<file path="src/rtl/pkt_split.sv">
// Packet demultiplexer: routes whole packets from one put port to one of two
// FIFO-buffered get ports, using the DEST bit of each SOP beat.
module pkt_split #(
  parameter int WIDTH = 153,
  parameter int DEPTH = 4,
  parameter int CNT_W = 16
) (
  input  logic             CLK,
  input  logic             RST_N,
  input  logic [WIDTH-1:0] iport_put,
  input  logic             EN_iport_put,
  output logic             RDY_iport_put,
  input  logic             EN_oport0_get,
  output logic [WIDTH-1:0] oport0_get,
  output logic             RDY_oport0_get,
  input  logic             EN_oport1_get,
  output logic [WIDTH-1:0] oport1_get,
  output logic             RDY_oport1_get,
  output logic [CNT_W-1:0] drop_cnt
);

  localparam int AW = $clog2(DEPTH);
  localparam logic [AW:0]      CNT_FULL = (AW+1)'(DEPTH);
  localparam logic [AW:0]      CNT_ZERO = (AW+1)'(0);
  localparam logic [AW:0]      CNT_ONE  = (AW+1)'(1);
  localparam logic [AW-1:0]    PTR_ZERO = AW'(0);
  localparam logic [AW-1:0]    PTR_ONE  = AW'(1);
  localparam logic [CNT_W-1:0] DROP_MAX = {CNT_W{1'b1}};
  localparam logic [CNT_W-1:0] DROP_ONE = CNT_W'(1);

  typedef enum logic [0:0] {
    ST_IDLE = 1'b0,
    ST_PKT  = 1'b1
  } state_t;

  state_t           state_r, state_nxt_s;
  logic             route_r, route_nxt_s;
  logic [CNT_W-1:0] drop_cnt_r;
  logic [WIDTH-1:0] mem_r    [2][DEPTH];
  logic [AW-1:0]    wr_ptr_r [2];
  logic [AW-1:0]    rd_ptr_r [2];
  logic [AW:0]      cnt_r    [2];

  logic [1:0] full_s, pop_s, wr_s;
  logic       rdy_put_s, accept_s, drop_s;
  logic       sop_s, eop_s, dest_s;

  assign sop_s  = iport_put[WIDTH-1];
  assign eop_s  = iport_put[WIDTH-2];
  assign dest_s = iport_put[WIDTH-3];

  // FIFO status and pop qualification
  always_comb begin
    full_s[0] = (cnt_r[0] == CNT_FULL);
    full_s[1] = (cnt_r[1] == CNT_FULL);
    pop_s[0]  = EN_oport0_get & (cnt_r[0] != CNT_ZERO);
    pop_s[1]  = EN_oport1_get & (cnt_r[1] != CNT_ZERO);
  end

  // Put readiness: in IDLE the destination is unknown, so both FIFOs need room
  always_comb begin
    rdy_put_s = 1'b0;
    case (state_r)
      ST_IDLE: rdy_put_s = ~full_s[0] & ~full_s[1];
      ST_PKT:  rdy_put_s = ~full_s[route_r];
      default: rdy_put_s = 1'b0;
    endcase
  end

  assign accept_s = EN_iport_put & rdy_put_s;

  // Next-state, routing and write/drop decode
  always_comb begin
    state_nxt_s = state_r;
    route_nxt_s = route_r;
    wr_s        = 2'b00;
    drop_s      = 1'b0;
    if (accept_s) begin
      if (sop_s) begin
        // An SOP in PKT to the non-routed FIFO is not covered by RDY, so it may hit a full FIFO
        if (full_s[dest_s]) begin
          drop_s      = 1'b1;
          state_nxt_s = ST_IDLE;
        end else begin
          wr_s[dest_s] = 1'b1;
          route_nxt_s  = dest_s;
          state_nxt_s  = eop_s ? ST_IDLE : ST_PKT;
        end
      end else begin
        case (state_r)
          ST_PKT: begin
            wr_s[route_r] = 1'b1;
            state_nxt_s   = eop_s ? ST_IDLE : ST_PKT;
          end
          ST_IDLE: drop_s = 1'b1;
          default: begin
            drop_s      = 1'b1;
            state_nxt_s = ST_IDLE;
          end
        endcase
      end
    end else begin
      state_nxt_s = state_r;
    end
  end

  // FSM, route and saturating drop counter
  always_ff @(posedge CLK or negedge RST_N) begin
    if (!RST_N) begin
      state_r    <= ST_IDLE;
      route_r    <= 1'b0;
      drop_cnt_r <= {CNT_W{1'b0}};
    end else begin
      state_r <= state_nxt_s;
      route_r <= route_nxt_s;
      if (drop_s && (drop_cnt_r != DROP_MAX)) begin
        drop_cnt_r <= drop_cnt_r + DROP_ONE;
      end
    end
  end

  // Two output FIFOs; storage is cleared on reset so heads read zero
  always_ff @(posedge CLK or negedge RST_N) begin
    if (!RST_N) begin
      for (int i = 0; i < 2; i++) begin
        wr_ptr_r[i] <= PTR_ZERO;
        rd_ptr_r[i] <= PTR_ZERO;
        cnt_r[i]    <= CNT_ZERO;
        for (int j = 0; j < DEPTH; j++) begin
          mem_r[i][j] <= {WIDTH{1'b0}};
        end
      end
    end else begin
      for (int i = 0; i < 2; i++) begin
        if (wr_s[i]) begin
          mem_r[i][wr_ptr_r[i]] <= iport_put;
          wr_ptr_r[i]           <= wr_ptr_r[i] + PTR_ONE;
        end
        if (pop_s[i]) begin
          rd_ptr_r[i] <= rd_ptr_r[i] + PTR_ONE;
        end
        if (wr_s[i] && !pop_s[i]) begin
          cnt_r[i] <= cnt_r[i] + CNT_ONE;
        end else if (!wr_s[i] && pop_s[i]) begin
          cnt_r[i] <= cnt_r[i] - CNT_ONE;
        end
      end
    end
  end

  assign RDY_iport_put  = rdy_put_s;
  assign oport0_get     = mem_r[0][rd_ptr_r[0]];
  assign oport1_get     = mem_r[1][rd_ptr_r[1]];
  assign RDY_oport0_get = (cnt_r[0] != CNT_ZERO);
  assign RDY_oport1_get = (cnt_r[1] != CNT_ZERO);
  assign drop_cnt       = drop_cnt_r;

endmodule

</file>
<file path="config.mk">
export PLATFORM = sky130hd
export DESIGN_NAME = pkt_split
export DESIGN_NICKNAME = d
export VERILOG_FILES = /design/src/rtl/pkt_split.sv
export SDC_FILE = /design/constraint.sdc
export NUM_CORES = 1
export LEC_CHECK = 0
export CORE_MARGIN = 2
export CORE_UTILIZATION = 39
export DETAILED_ROUTE_END_ITERATION = 10
export PLACE_DENSITY = 0.67
export SLEW_MARGIN = 20
export SYNTH_ARGS = -nofsm -noshare
export SYNTH_HDL_FRONTEND = slang
export SYNTH_SLANG_ARGS = --single-unit
export TNS_END_PERCENT = 20
</file>
<file path="constraint.sdc">
create_clock -name CLK -period 6.05 [get_ports CLK]
set_clock_uncertainty 0.1 [all_clocks]
set_input_delay 0.605 -clock CLK [delete_from_list [all_inputs] [get_ports CLK]]
set_output_delay 0.605 -clock CLK [all_outputs]
set_load 0.05 [all_outputs]
</file>
# Word-level counts from Yosys, hierarchy flattened

Index checks and enable logic that the tools add are counted.

Memories kept: 0
Output and inout bits: 325
Bits of input ports: 158
Memory bits (writable): 0
ROM bits: 0
Logic and storage cells: 107
Latch bits: 0
Flip-flop bits (word level): 1256

Mux-type cells: 37
Divide/modulo/power cells: 0
Reductions and logical operators: 18
$lt $le $gt $ge: 10
Shift-type cells: 0
Bitwise operators: 13
Eq/ne operators: 3
Multiply operators: 0
Add/sub/neg operators: 9

Operator list:

| cell                  | number |
|---|---|
| $bwmux 612            | 2 |
| $mux 153              | 6 |
| $bmux 153 s2          | 2 |
| $demux 153 s2         | 2 |
| $add 16x1->16 const B | 1 |
| $ne 16x16->1 const B  | 1 |
| $mux 1                | 14 |
| $ge 3x3->1 const B    | 4 |
| $mux 3                | 4 |
| $not 2->3             | 4 |
| $logic_and 1x1->1     | 9 |
| $add 2x1->2 const B   | 4 |
| $mux 2                | 4 |
| $add 3x1->3 const B   | 2 |
| $eq 3x3->1 const B    | 2 |
| $lt 3x1->1 const B    | 2 |
| $reduce_bool 3->1     | 2 |
| $sub 3x1->3 const B   | 2 |
| $not 1->1             | 5 |
| $and 1x1->1           | 4 |
| $logic_not 1->1       | 4 |
| $lt 1x2->1 const B    | 2 |
| $reduce_bool 2->1     | 2 |
| $reduce_and 3->1      | 1 |
| 3 further kinds       | 5 |

# Longest topological paths before layout

Depth in word-level cells: 11
Mapped depth: 9
Mapped depth without buffers: 9

# Worst setup path after synthesis

OpenSTA, ideal clock, no wires.

Path kind: reg2out
Start: reg rd_ptr_r[2] in the netlist's numbering
End: out oport0_get[100]
Required time: 5.345 ns
Arrival: 1.852 ns
Buffers on the path: 2
Stages on the path, launching flop included: 4
Setup slack: 3.493 ns
Cell sequence: dfrtp_1 clkbuf_1 buf_1 mux4_2

Cells in the longest elaborated chain, start to end: 4

RTL lines:

| element                                      | RTL line | text |
|---|---|---|
| start, declared                              | 41       | `logic [AW-1:0] rd_ptr_r [2];` |
| start signal, assigned by index              | 140      | `rd_ptr_r[i] <= rd_ptr_r[i] + PTR_ONE;` |
| $not 2->3 (implied by the code)              | 152      | `assign oport0_get = mem_r[0][rd_ptr_r[0]];` |
| $bmux 153 s2                                 | 152      |  |
| $mux 153 (implied by the code) (2 in series) | 152      |  |
| end, declared                                | 14       | `output logic [WIDTH-1:0] oport0_get,` |

No other way between the ends. The select of a mux whose other input is x is not followed.

# Final worst setup path

Start: reg rd_ptr_r[0] in the netlist's numbering
End: out oport1_get[96]

Cells in the longest elaborated chain, start to end: 4

RTL lines:

| element                                      | RTL line | text |
|---|---|---|
| $not 2->3 (implied by the code)              | 153      | `assign oport1_get = mem_r[1][rd_ptr_r[1]];` |
| $bmux 153 s2                                 | 153      |  |
| $mux 153 (implied by the code) (2 in series) | 153      |  |
| end, declared                                | 17       | `output logic [WIDTH-1:0] oport1_get,` |

No other way between the ends. The select of a mux whose other input is x is not followed.

==> results_dict.tcl <==
set metrics [dict create \
    async_reset_ff_share_pct 100 \
    final-setup-viol-count 0 \
    synth_top_area_share_pct 58.0 \
    critical_path.max_fanout 57 \
    track_usage_pct 18.6 \
    ys.flop_type "dfrtp_1" \
    worst_pin_slew_ps 1010 \
    clockBufferDepth 3 \
    die_h_um 377 \
    root_buffer "clkbuf_16" \
    seq_area_frac_synth_pct 58.0 \
    synth-edff-count 0 \
    yosys-top-cells-area "dfrtp_1 (58%), mux2_2 (24%), mux4_2 (13%)" \
    grt_antenna_before_repair 17 \
    grt_max_degree 191 \
    max_freq_mhz 229 \
    start_util_pct 39.4 \
    fin_crit_sh_pct 72.3 \
    synth_commonest_cells "dfrtp_1 (1,256), mux2_2 (1,178), mux4_2 (306), buf_2 (67), buf_4 (57)" \
    rows 136 \
    route.vias.total 29400 \
    hp-class "input pin to flop" \
    dieArea_um2 142000 \
    drive_above_1_share_pct 47.5 \
    drt-initial-drc-count 1450 \
    maxCapViolCount 0 \
    cp_num_buf_inv 2 \
    gp_congestion 0.735 \
    wire_per_inst_um 23.8 \
    grt_pass1_wl_um 201000 \
    start_kind "flop" \
    cts-resized-gates 0 \
    fin_setup_tns_ps 0 \
    path_class "flop to output port" \
    worstPathCellList "buf_12, mux4_2, clkdlybuf4s50_1" \
    syn-num-nets 3285 \
    n_fill_cell 11600 \
    syn_area_um2 54200 \
    grt_pass1_vias 32200 \
    ios 483 \
    h-tree-depth 4 \
    dp_hpwl_um 76900 \
    postRouteAntennaNets 0 \
    port_buffers 482 \
    post-synth-top-area-cell "dfrtp_1" \
    overflow 0 \
    clk_latency_ps 770 \
    synth-seq-cells 1256 \
    synth_most_common_cell "dfrtp_1" \
    layout-area-overhead-vs-synth_pct 20.9 \
    die_x_um 377 \
    clk_pin_slew_ps 60 \
    synthCells 3114 \
    maxSlewHeadroom_pct 32.4 \
    crit_slowest_cell "dfrtp_4" \
    post-route-min-period_ps 4370 \
    ys_warn_count 0 \
    core_um2 138000 \
    yosysUniqueCellTypes 41 \
    drv_slew 0 \
    worstPathArrival_ps 3670 \
    postSynthAreaPerCell_um2 17.4 \
    vias_per_cell 5.36 \
    status "complete, no violations" \
    clock_sinks 1256 \
    crit_family "buffers and inverters" \
    fin_nets 3744 \
    max_stage_delay_ps 920 \
    cts_tree "yes" \
    detail_route.first_pass.iterations 5 \
    endpoint_kind "output port" \
    rsz0062_at_grt "false" \
    hold_viol_final 0 \
    drc 0 \
    worstPathRequired_ps 5340 \
    finalWirelength_um 131000 \
    numCtsBuffers 141 \
]
routing by layer:
metal | routed length, um | share of wire [%] | up-vias | track usage, %
li1 | - | - | 12600 | -
met1 | 55700 | 43 | 16000 | 23.9
met2 | 65000 | 50 | 501 | 30.9
met3 | 6040 | 4.6 | 216 | 4.35
met4 | 3720 | 2.8 | 16 | 6.39
met5 | 104 | 0.080 | - | 0
flip-flops by register name (all words and copies together) (netlist names):
register and flops:
mem_r 1224, drop_cnt 16, cnt_r 6, rd_ptr_r 4, wr_ptr_r 4, route_r 1
state_r 1
layout by cell type, fill, tap and decap left out, types with 3 or more instances in the layout:
cell / instances
bufinv_16: 7
xnor2_1: 8
nand2b_1: 3
ha_1: 11
mux4_2: 306
clkinvlp_4: 3
dfrtp_1: 1252
clkdlybuf4s50_1: 481
inv_1: 7
clkbuf_1: 38
dfrtp_4: 4
nor2_1: 5
nand2_1: 14
inv_6: 5
clkbuf_8: 25
buf_12: 26
mux2_1: 52
nand3_1: 9
diode_2: 6
nand2_8: 8
nor3_1: 8
clkinv_2: 20
nor4_1: 3
clkbuf_16: 144
inv_16: 3
and4_1: 3
mux2_2: 1178
buf_4: 7
xor2_1: 15
o21ai_0: 3
logic make-up after synthesis:
kind of cell,share of synthesized area [%]
compound gates,0.199
mux,38.3
buf+inv,2.08
xor+xnor,0.372
simple gates,0.718
flops,58.0
fa+ha+maj,0.328
path summary, 6_finish.rpt:
check	start	endpoint	slack, ps	depth (start not counted)
setup / recovery	rd_ptr_r[0]$_DFFE_PN0P_	oport1_get[96]	1680	3
hold / removal	EN_oport1_get	rd_ptr_r[1]$_DFFE_PN0P_	350	3
setup reg to reg	cnt_r[1]$_DFFE_PN0P_	mem_r[468]$_DFFE_PN0P_	2630	6
hold reg to reg	cnt_r[5]$_DFFE_PN0P_	cnt_r[5]$_DFFE_PN0P_	380	1
max in group asynchronous	RST_N	mem_r[542]$_DFFE_PN0P_	3940	3
min in group asynchronous	RST_N	mem_r[1091]$_DFFE_PN0P_	360	2
stage by stage:
step	cell area [um^2]	util, %	setup WS, ps	std cells	hold WS (ps)
after global placement	60800	44.2	1860	5222	365
after global routing	65500	47.6	1410	5478	344
after floorplan	54200	-	3490	3114	209
after CTS	65400	47.5	1480	5471	273
final	65500	47.6	1680	5478	353
after detailed placement	60800	44.2	1830	5222	371
layout make-up:
cell class | instances | area (um^2) | share of cell area (%)
clock inverter | 41 | 499 | 0.762
sequential | 1256 | 31400 | 48.0
timing repair buffer | 516 | 5430 | 8.29
antenna | 6 | 15.0 | 0.0229
inverter | 7 | 26.3 | 0.0401
multi-input combinational | 1651 | 21700 | 33.2
clock buffer | 207 | 4090 | 6.25
tap | 1794 | 2240 | 3.43
tightest hold or removal path, stage by stage:
cell and delay (ps):
clkdlybuf4s50_1 420, nand3_1 100, xnor2_1 60
what timing repair did:
action	in CTS	in global routing
hold endpoints to repair	116	0
hold buffers	1	0
endpoints found under the setup margin	0	0
buffers inserted	0	0
Power is not shown: default switching activity piles up to over one toggle a cycle in this logic, so the estimate is an artifact.
